--- src/rtl/prog_seq_pkg.sv ---
`default_nettype none
// ============================================================================
// Module      : prog_seq_pkg
// Description : Shared constants and helpers for the programmable sequence counter.
// Revision    : 1.0 - initial release
// ============================================================================
package prog_seq_pkg;

  localparam int DEF_WIDTH = 4;
  localparam int DEF_DEPTH = 8;

  localparam logic [3:0] LEGACY_SEQ [8] = '{
    4'b0000, 4'b0101, 4'b1010, 4'b0110,
    4'b1001, 4'b0011, 4'b1100, 4'b1111
  };

  // Index width; a single-entry table still needs one address bit.
  function automatic int idx_w(input int depth);
    return (depth > 1) ? $clog2(depth) : 1;
  endfunction

endpackage
`default_nettype wire

--- src/rtl/prog_seq_if.sv ---
`default_nettype none
// ============================================================================
// Module      : prog_seq_if
// Description : Control, table-write and output bundle of prog_seq_counter.
// Revision    : 1.0 - initial release
// ============================================================================
interface prog_seq_if
  import prog_seq_pkg::*;
#(
  parameter int WIDTH = DEF_WIDTH,
  parameter int DEPTH = DEF_DEPTH
);
  localparam int AW = idx_w(DEPTH);

  logic             en;
  logic             dir;
  logic             load;
  logic [AW-1:0]    load_idx;
  logic             wr_en;
  logic [AW-1:0]    wr_addr;
  logic [WIDTH-1:0] wr_data;
  logic             len_wr;
  logic [AW:0]      len_data;
  logic [WIDTH-1:0] Q;
  logic [WIDTH-1:0] Qbar;
  logic [AW-1:0]    idx;
  logic             wrap;

  modport master (
    output en, dir, load, load_idx, wr_en, wr_addr, wr_data, len_wr, len_data,
    input  Q, Qbar, idx, wrap
  );

  modport slave (
    input  en, dir, load, load_idx, wr_en, wr_addr, wr_data, len_wr, len_data,
    output Q, Qbar, idx, wrap
  );

endinterface
`default_nettype wire

--- src/rtl/seq_table_ram.sv ---
`default_nettype none
// ============================================================================
// Module      : seq_table_ram
// Description : Sequence table; sync write, async read, reset to identity codes.
// Revision    : 1.0 - initial release
// ============================================================================
module seq_table_ram
  import prog_seq_pkg::*;
#(
  parameter int WIDTH = DEF_WIDTH,
  parameter int DEPTH = DEF_DEPTH,
  localparam int AW   = idx_w(DEPTH)
) (
  input  wire logic             clk,
  input  wire logic             rst,
  input  wire logic             we,
  input  wire logic [AW-1:0]    waddr,
  input  wire logic [WIDTH-1:0] wdata,
  input  wire logic [AW-1:0]    raddr,
  output logic      [WIDTH-1:0] rdata
);

  logic [WIDTH-1:0] r_mem [DEPTH];

  always_ff @(posedge clk or posedge rst) begin
    if (rst) begin
      for (int i = 0; i < DEPTH; i++) begin
        r_mem[i] <= WIDTH'(i);
      end
    end else if (we && (int'(waddr) < DEPTH)) begin
      r_mem[waddr] <= wdata;
    end
  end

  assign rdata = r_mem[raddr];

endmodule
`default_nettype wire

--- src/rtl/prog_seq_counter.sv ---
`default_nettype none
// ============================================================================
// Module      : prog_seq_counter
// Description : Programmable-table sequence counter with variable length.
//               Define PROG_SEQ_COUNTER_DIR_EN to enable reverse stepping.
// Revision    : 1.0 - initial release
// ============================================================================
module prog_seq_counter
  import prog_seq_pkg::*;
#(
  parameter int WIDTH = DEF_WIDTH,
  parameter int DEPTH = DEF_DEPTH
) (
  input  wire logic  CLK,
  input  wire logic  CLR,
  prog_seq_if.slave  bus
);

  localparam int AW = idx_w(DEPTH);
  localparam int LW = AW + 1;

  logic [AW-1:0]    r_idx;
  logic [LW-1:0]    r_len;
  logic [WIDTH-1:0] r_q;
  logic             r_wrap;

  logic [LW-1:0]    w_idx_ext;
  logic [LW-1:0]    w_len_m1;
  logic [AW-1:0]    w_last;
  logic             w_fwd_wrap;
  logic [AW-1:0]    w_fwd_idx;
  logic [AW-1:0]    w_next_idx;
  logic             w_wrap_next;
  logic             w_update;
  logic [WIDTH-1:0] w_rd_data;

  // The read address is the index being moved to, so Q latches that entry
  // before any same-edge write lands in the table.
  seq_table_ram #(
    .WIDTH (WIDTH),
    .DEPTH (DEPTH)
  ) u_table (
    .clk   (CLK),
    .rst   (CLR),
    .we    (bus.wr_en),
    .waddr (bus.wr_addr),
    .wdata (bus.wr_data),
    .raddr (w_next_idx),
    .rdata (w_rd_data)
  );

  assign w_idx_ext  = {1'b0, r_idx};
  assign w_len_m1   = r_len - LW'(1);
  assign w_last     = w_len_m1[AW-1:0];
  assign w_fwd_wrap = (w_idx_ext >= w_len_m1);
  assign w_fwd_idx  = w_fwd_wrap ? '0 : r_idx + AW'(1);

`ifdef PROG_SEQ_COUNTER_DIR_EN
  logic          w_rev_wrap;
  logic [AW-1:0] w_rev_idx;

  assign w_rev_wrap = (r_idx == '0) || (w_idx_ext >= r_len);
  assign w_rev_idx  = w_rev_wrap ? w_last : r_idx - AW'(1);
`endif

  always_comb begin
    w_next_idx  = r_idx;
    w_wrap_next = 1'b0;
    w_update    = 1'b0;
    if (bus.load) begin
      w_update   = 1'b1;
      w_next_idx = ({1'b0, bus.load_idx} >= r_len) ? '0 : bus.load_idx;
    end else if (bus.en) begin
      w_update = 1'b1;
`ifdef PROG_SEQ_COUNTER_DIR_EN
      if (bus.dir) begin
        w_next_idx  = w_rev_idx;
        w_wrap_next = w_rev_wrap;
      end else begin
        w_next_idx  = w_fwd_idx;
        w_wrap_next = w_fwd_wrap;
      end
`else
      w_next_idx  = w_fwd_idx;
      w_wrap_next = w_fwd_wrap;
`endif
    end
  end

  always_ff @(posedge CLK or posedge CLR) begin
    if (CLR) begin
      r_idx  <= '0;
      r_len  <= LW'(DEPTH);
      r_q    <= '0;
      r_wrap <= 1'b0;
    end else begin
      if (w_update) begin
        r_idx <= w_next_idx;
        r_q   <= w_rd_data;
      end
      r_wrap <= w_wrap_next;
      // Out-of-range lengths are dropped; an idx beyond the new length is
      // folded back by the next step's wrap rules.
      if (bus.len_wr && (bus.len_data != '0) && (bus.len_data <= LW'(DEPTH))) begin
        r_len <= bus.len_data;
      end
    end
  end

  assign bus.Q    = r_q;
  assign bus.Qbar = ~r_q;
  assign bus.idx  = r_idx;
  assign bus.wrap = r_wrap;

endmodule
`default_nettype wire

--- src/flat_wrapper.sv ---
// flat-port wrapper written by rule: the top's interface ports become plain ports
module prog_seq_counter_flat import prog_seq_pkg::*;
#(
  parameter int WIDTH = DEF_WIDTH,
  parameter int DEPTH = DEF_DEPTH
)
  (CLK, CLR, bus_en, bus_dir, bus_load, bus_load_idx, bus_wr_en, bus_wr_addr, bus_wr_data, bus_len_wr, bus_len_data, bus_Q, bus_Qbar, bus_idx, bus_wrap);
  prog_seq_if #(.WIDTH(WIDTH), .DEPTH(DEPTH)) bus_i ();
  input  wire logic CLK;
  input  wire logic CLR;
  input wire logic [$bits(bus_i.en)-1:0] bus_en;
  input wire logic [$bits(bus_i.dir)-1:0] bus_dir;
  input wire logic [$bits(bus_i.load)-1:0] bus_load;
  input wire logic [$bits(bus_i.load_idx)-1:0] bus_load_idx;
  input wire logic [$bits(bus_i.wr_en)-1:0] bus_wr_en;
  input wire logic [$bits(bus_i.wr_addr)-1:0] bus_wr_addr;
  input wire logic [$bits(bus_i.wr_data)-1:0] bus_wr_data;
  input wire logic [$bits(bus_i.len_wr)-1:0] bus_len_wr;
  input wire logic [$bits(bus_i.len_data)-1:0] bus_len_data;
  output wire logic [$bits(bus_i.Q)-1:0] bus_Q;
  output wire logic [$bits(bus_i.Qbar)-1:0] bus_Qbar;
  output wire logic [$bits(bus_i.idx)-1:0] bus_idx;
  output wire logic [$bits(bus_i.wrap)-1:0] bus_wrap;
  assign bus_i.en = bus_en;
  assign bus_i.dir = bus_dir;
  assign bus_i.load = bus_load;
  assign bus_i.load_idx = bus_load_idx;
  assign bus_i.wr_en = bus_wr_en;
  assign bus_i.wr_addr = bus_wr_addr;
  assign bus_i.wr_data = bus_wr_data;
  assign bus_i.len_wr = bus_len_wr;
  assign bus_i.len_data = bus_len_data;
  assign bus_Q = bus_i.Q;
  assign bus_Qbar = bus_i.Qbar;
  assign bus_idx = bus_i.idx;
  assign bus_wrap = bus_i.wrap;
  prog_seq_counter #(.WIDTH(WIDTH), .DEPTH(DEPTH)) u_core (.CLK(CLK), .CLR(CLR), .bus(bus_i));
endmodule
--- config.mk ---
export PLATFORM = sky130hd
export DESIGN_NAME = prog_seq_counter_flat
export DESIGN_NICKNAME = d
export VERILOG_FILES = /design/src/rtl/prog_seq_pkg.sv /design/src/rtl/prog_seq_if.sv /design/src/rtl/seq_table_ram.sv /design/src/rtl/prog_seq_counter.sv /design/src/flat_wrapper.sv
export SDC_FILE = /design/constraint.sdc
export NUM_CORES = 1
export LEC_CHECK = 0
export CAP_MARGIN = 20
export CORE_MARGIN = 2
export CORE_UTILIZATION = 50
export DETAILED_ROUTE_END_ITERATION = 10
export PLACE_DENSITY = 0.74
export SLEW_MARGIN = 20
export SYNTH_ARGS = -nofsm -noshare
export SYNTH_HDL_FRONTEND = slang
export SYNTH_HIERARCHICAL = 1
export SYNTH_SLANG_ARGS = --single-unit
--- constraint.sdc ---
create_clock -name CLK -period 4.1 [get_ports CLK]
set_clock_uncertainty 0.1 [all_clocks]
set_input_delay 0.82 -clock CLK [delete_from_list [all_inputs] [get_ports CLK]]
set_output_delay 0.82 -clock CLK [all_outputs]
set_load 0.01 [all_outputs]
Yosys cells after proc, flatten, opt, wreduce, memory -nomap -nowiden
Index checks and enable logic that the tools add are counted.
{"block": "op_classes", "muxes": 14, "n_bitwise": 3, "reduce_logical": 4, "n_lt_le_gt_ge": 6, "addsub": 2}
{"cell": "32-bit bitwise mux", "count": 1}
{"cell": "4-bit binary-select mux with 3-bit select", "count": 1}
{"cell": "4-bit demux with 3-bit select", "count": 1}
{"cell": "3-bit two-way mux", "count": 4}
{"cell": "4-bit two-way mux", "count": 3}
{"cell": "3-bit by 4-bit >= comparator with 1-bit output", "count": 2}
{"cell": "4-bit >= comparator (second input constant)", "count": 2}
{"cell": "3-bit inverter with 4-bit output", "count": 2}
{"cell": "4-bit less-or-equal comparator (second input constant)", "count": 1}
{"cell": "4-bit by 1-bit < comparator with 1-bit output (second input constant)", "count": 1}
{"cell": "1-bit two-way mux", "count": 4}
{"cell": "4-bit inverter", "count": 1}
{"cell": "4-bit nonzero test", "count": 1}
{"cell": "4-bit by 1-bit subtractor with 4-bit output (second input constant)", "count": 1}
{"cell": "3-bit by 1-bit adder with 3-bit output (second input constant)", "count": 1}
{"cell": "1-bit logical AND", "count": 3}
{"block": "totals", "in_bits": 21, "output_inout_bits": 12, "ff_bits": 44, "word_cells": 41}

Depth between registers and ports, before layout
{"block": "logic_depth", "depth_word": 9, "mapped_depth": 12, "depth_no_buf": 11}

Hierarchy
The synthesis kept the hierarchy.
{"module": "seq_table_ram", "area_per_inst_um2": 1551.5, "n_inst": 1, "cells_each": 87}
{"module": "prog_seq_counter", "area_per_inst_um2": 849.6, "n_inst": 1, "cells_each": 87}

Worst setup path before layout
OpenSTA, ideal clock, no wires.
{"block": "synth_path", "path_type": "input-to-reg", "start": "in bus_load_idx[0]", "end": "reg u_core.r_q[0] (netlist: u_core/bus.Q[0])", "required_time_ns": 3.875, "setup_time_ns": 0.125, "path_stages": 10, "t_arrival_ns": 3.002, "setup_slack_ns": 0.873, "path_cell_list": "inv_1 ha_1 nand2b_1 a21oi_1 o221ai_1 o32ai_1 buf_6 mux4_1 mux2_2 mux2_2"}
{"block": "synth_via", "elab_chain_len": 7}
{"item": "from (decl)", "line": "flat_wrapper.sv:14", "rtl": "input wire logic [$bits(bus_i.load_idx)-1:0] bus_load_idx;"}
{"item": "3-bit by 4-bit >= comparator with 1-bit output", "line": "prog_seq_counter.sv:72", "rtl": "w_next_idx = ({1'b0, bus.load_idx} >= r_len) ? '0 : bus.load_idx;"}
{"item": "3-bit two-way mux (*)", "line": "prog_seq_counter.sv:72"}
{"item": "3-bit two-way mux (*)", "line": "prog_seq_counter.sv:70", "rtl": "if (bus.load) begin"}
{"item": "named net u_core.w_next_idx[0]", "line": "prog_seq_counter.sv:32", "rtl": "logic [AW-1:0] w_next_idx;"}
{"item": "3-bit inverter with 4-bit output (not written as such) (*)", "line": "seq_table_ram.sv:35", "rtl": "assign rdata = r_mem[raddr];"}
{"item": "4-bit binary-select mux with 3-bit select (*)", "line": "seq_table_ram.sv:35"}
{"item": "4-bit two-way mux (not written as such) (*) (2 in a row)", "line": "seq_table_ram.sv:35"}
{"item": "named net u_core.w_rd_data[0]", "line": "prog_seq_counter.sv:35", "rtl": "logic [WIDTH-1:0] w_rd_data;"}
{"item": "to (signal assigned)", "line": "prog_seq_counter.sv:99", "rtl": "r_q <= w_rd_data;"}
{"item": "to (decl)", "line": "prog_seq_counter.sv:24", "rtl": "logic [WIDTH-1:0] r_q;"}
The timed path passes the listed nets; every way through them passes the cells marked *. The select of a mux whose other input is x is not followed.
A chain may end at the register's enable or synchronous reset.

Worst setup path after layout
Same ends and word-level chain as after synthesis.

==> qor.yml <==
nets: 240
ys_seq_area_frac: 0.465
die_x_um: 73.3
gp_congestion: 0.819
clock_path_buffers: 2
async_flop_share: 1.00
relSlewSlack: 0.575
die_h_um: 73.3
p_sw_w: 0.000436
netlist_instances: 174
pwr-share-clk: 0.188
synth_common_cells: "mux2_2 (40), dfrtp_1 (31), inv_1 (14), dfstp_2 (13)"
cap_viol_max_count: 0
seq_power_share: 0.427
drc: 0
cts_root_buffer: "clkbuf_8"
grt_pass1_wl_um: 7630
syn-num-nets: 203
fmax_ghz: 0.274
core_region_area_mm2: 0.00466
die_area_mm2: 0.00537
yosys-top-cells-area: "dfrtp_1 (32%), mux2_2 (19%), dfstp_2 (14%)"
path_clk_slew_ns: 0.08
crit_type: "input pin to register"
rsz0062_at_grt: "no"
worstPathRequired_ns: 4.18
viasPerCell: 5.84
h-tree-depth: 2
clkLatencyLatePin_ns: 0.29
clkSinkCount: 44
hold_violations: 0
grt_max_degree: 33
io_buffers: 31
crit_arrival_ns: 3.73
synth.distinct_cells: 35
swShare: 0.297
synth-edff-count: 0
cts_tree: "yes"
p_int_w: 0.00103
cp-end-kind: "register"
cts_hold_buf: 0
period_share: 0.889
synth_top_cell_by_area: "dfrtp_1"
finalWirelength_um: 4560
wire_per_inst_um: 17.2
rows: 25
antenna_found_initial: 0
cts_inserted_buffers: 5
outcome: "finished clean"
fin_crit_ns: 3.65
combPwrFrac: 0.385
p_leak_nw: 1.21
gr-usage-all-layers: 0.189
drt.antenna.violating_nets: 0
drive_gt1_frac: 0.335
postCtsSetupBuffers: 0
cellPowerDensity_mw_per_mm2: 516
crit_path_start_kind: "input pin"
syn_to_final_growth_pct: 18.4
setup-violations-final: 0
n_antenna_cell: 0
worst_slew_pin_slew_ns: 0.637
floorplan.initialDensity: 0.515
slew_violations: 0
dr.first_iter.drc_count: 80
ctsResizeCount: 0
ys_warn_count: 6
hold_class: "register to register"
drtPass1Iterations: 4
synthDominantCellAreaShare: 0.323
gr-total-overflow: 0
synth.avg_cell_area_um2: 13.8
ys.flop_type: "dfrtp_1"
ys_ff_latch: 44
netlist_area_mm2: 0.00240
vias: 1554
synthMostInstantiatedCell: "mux2_2"
setup_tns_ns: 0
holdWs_ns: 0.403
grt_pass1_vias: 1615
ir_drop_mv: 0.244
io_pins: 33
worstPathMaxFanout: 8
hpwl_um: 3390
-- through the flow --
stage           util  setup WS [ns]  instance area, um^2  instances  total power (W)
2_1_floorplan      -          0.873                 2400        174         0.000989
3_3_place_gp   0.590          0.207                 2750        258          0.00118
3_5_place_dp   0.590          0.178                 2750        258          0.00121
4_1_cts        0.610          0.475                 2840        266          0.00149
5_1_grt        0.610          0.254                 2840        266          0.00157
6_report       0.610          0.453                 2840        266          0.00147
-- worst max-delay path: stages --
cell             delay [ns]
clkdlybuf4s50_1        0.46
inv_1                  0.08
ha_1                   0.29
nand2b_1               0.14
a21oi_1                0.14
o221ai_1               0.21
o32ai_1                0.19
buf_4                  0.25
mux4_1                 0.58
mux2_2                 0.30
mux2_2                 0.27
-- routing by layer --
layer  share of wire  routed length (um)  global-route usage
met3           0.040                 182              0.0439
met2            0.51                2320               0.332
met4           0.011                  52              0.0424
met5               0                   0                   0
met1            0.44                2010               0.237
-- final timing paths --
kind | from | endpoint | depth (start not counted) | slack, ns
max | bus_load_idx[0] | u_core/bus.Q[0] | 11 | 0.45
min | u_core/u_table/r_mem[29] | u_core/u_table/r_mem[29] | 1 | 0.40
max reg2reg | u_core/r_len[0] | u_core/bus.Q[0] | 12 | 0.48
min reg2reg | u_core/u_table/r_mem[29] | u_core/u_table/r_mem[29] | 1 | 0.40
max in group asynchronous | CLR | u_core/u_table/r_mem[3] | 2 | 2.63
min in group asynchronous | CLR | u_core/r_len[2] | 2 | 0.78
-- state kept, by name (all words and copies together), names as in the netlist --
| signal | count |
|---|---|
| u_core/bus.idx | 3 |
| u_core/r_len | 4 |
| u_core/u_table/r_mem | 32 |
| u_core/bus.wrap | 1 |
| u_core/bus.Q | 4 |
-- layout by cell type, fill, tap and decap left out, types with 3 or more instances in the layout --
cell type         n
mux2_2           40
clkdlybuf4s50_1  31
dfrtp_1          31
inv_1            13
dfstp_2          13
ha_1              8
mux4_1            8
clkbuf_8          6
nor2_1            6
nand4b_1          5
o32ai_1           4
o21ai_0           4
a21oi_1           3
nand2_1           3
a22oi_1           3
buf_4             3
and4bb_2          3
-- cell families after synthesis --
logic type      Yosys count  synth area share
simple gates             30            0.0943
compound gates           22            0.0662
buf+inv                  18            0.0427
mux                      48             0.275
xor+xnor                  4            0.0146
flops                    44             0.465
fa+ha+maj                 8            0.0417
-- power groups by stage --
| stage | Clock [W] | Sequential (W) | Combinational (W) |
|---|---|---|---|
| 6_report | 0.000276 | 0.000626 | 0.000566 |
| 5_1_grt | 0.000307 | 0.000643 | 0.000623 |
| 4_1_cts | 0.000286 | 0.000628 | 0.000571 |
| 3_5_place_dp | 0 | 0.000637 | 0.000569 |
| 3_3_place_gp | 0 | 0.000628 | 0.000553 |
| 2_1_floorplan | 0 | 0.000632 | 0.000358 |
-- layout make-up --
| cell class | count | area, um^2 |
|---|---|---|
| Sequential cell | 44 | 1120 |
| Clock buffer | 6 | 82.6 |
| Inverter | 14 | 52.6 |
| Fill cell | 382 | 1820 |
| Tap cell | 54 | 67.6 |
| Clock inverter | 2 | 10.0 |
| Multi-Input combinational cell | 112 | 1180 |
| Timing Repair Buffer | 34 | 333 |
(Power assumes the default switching activity.)
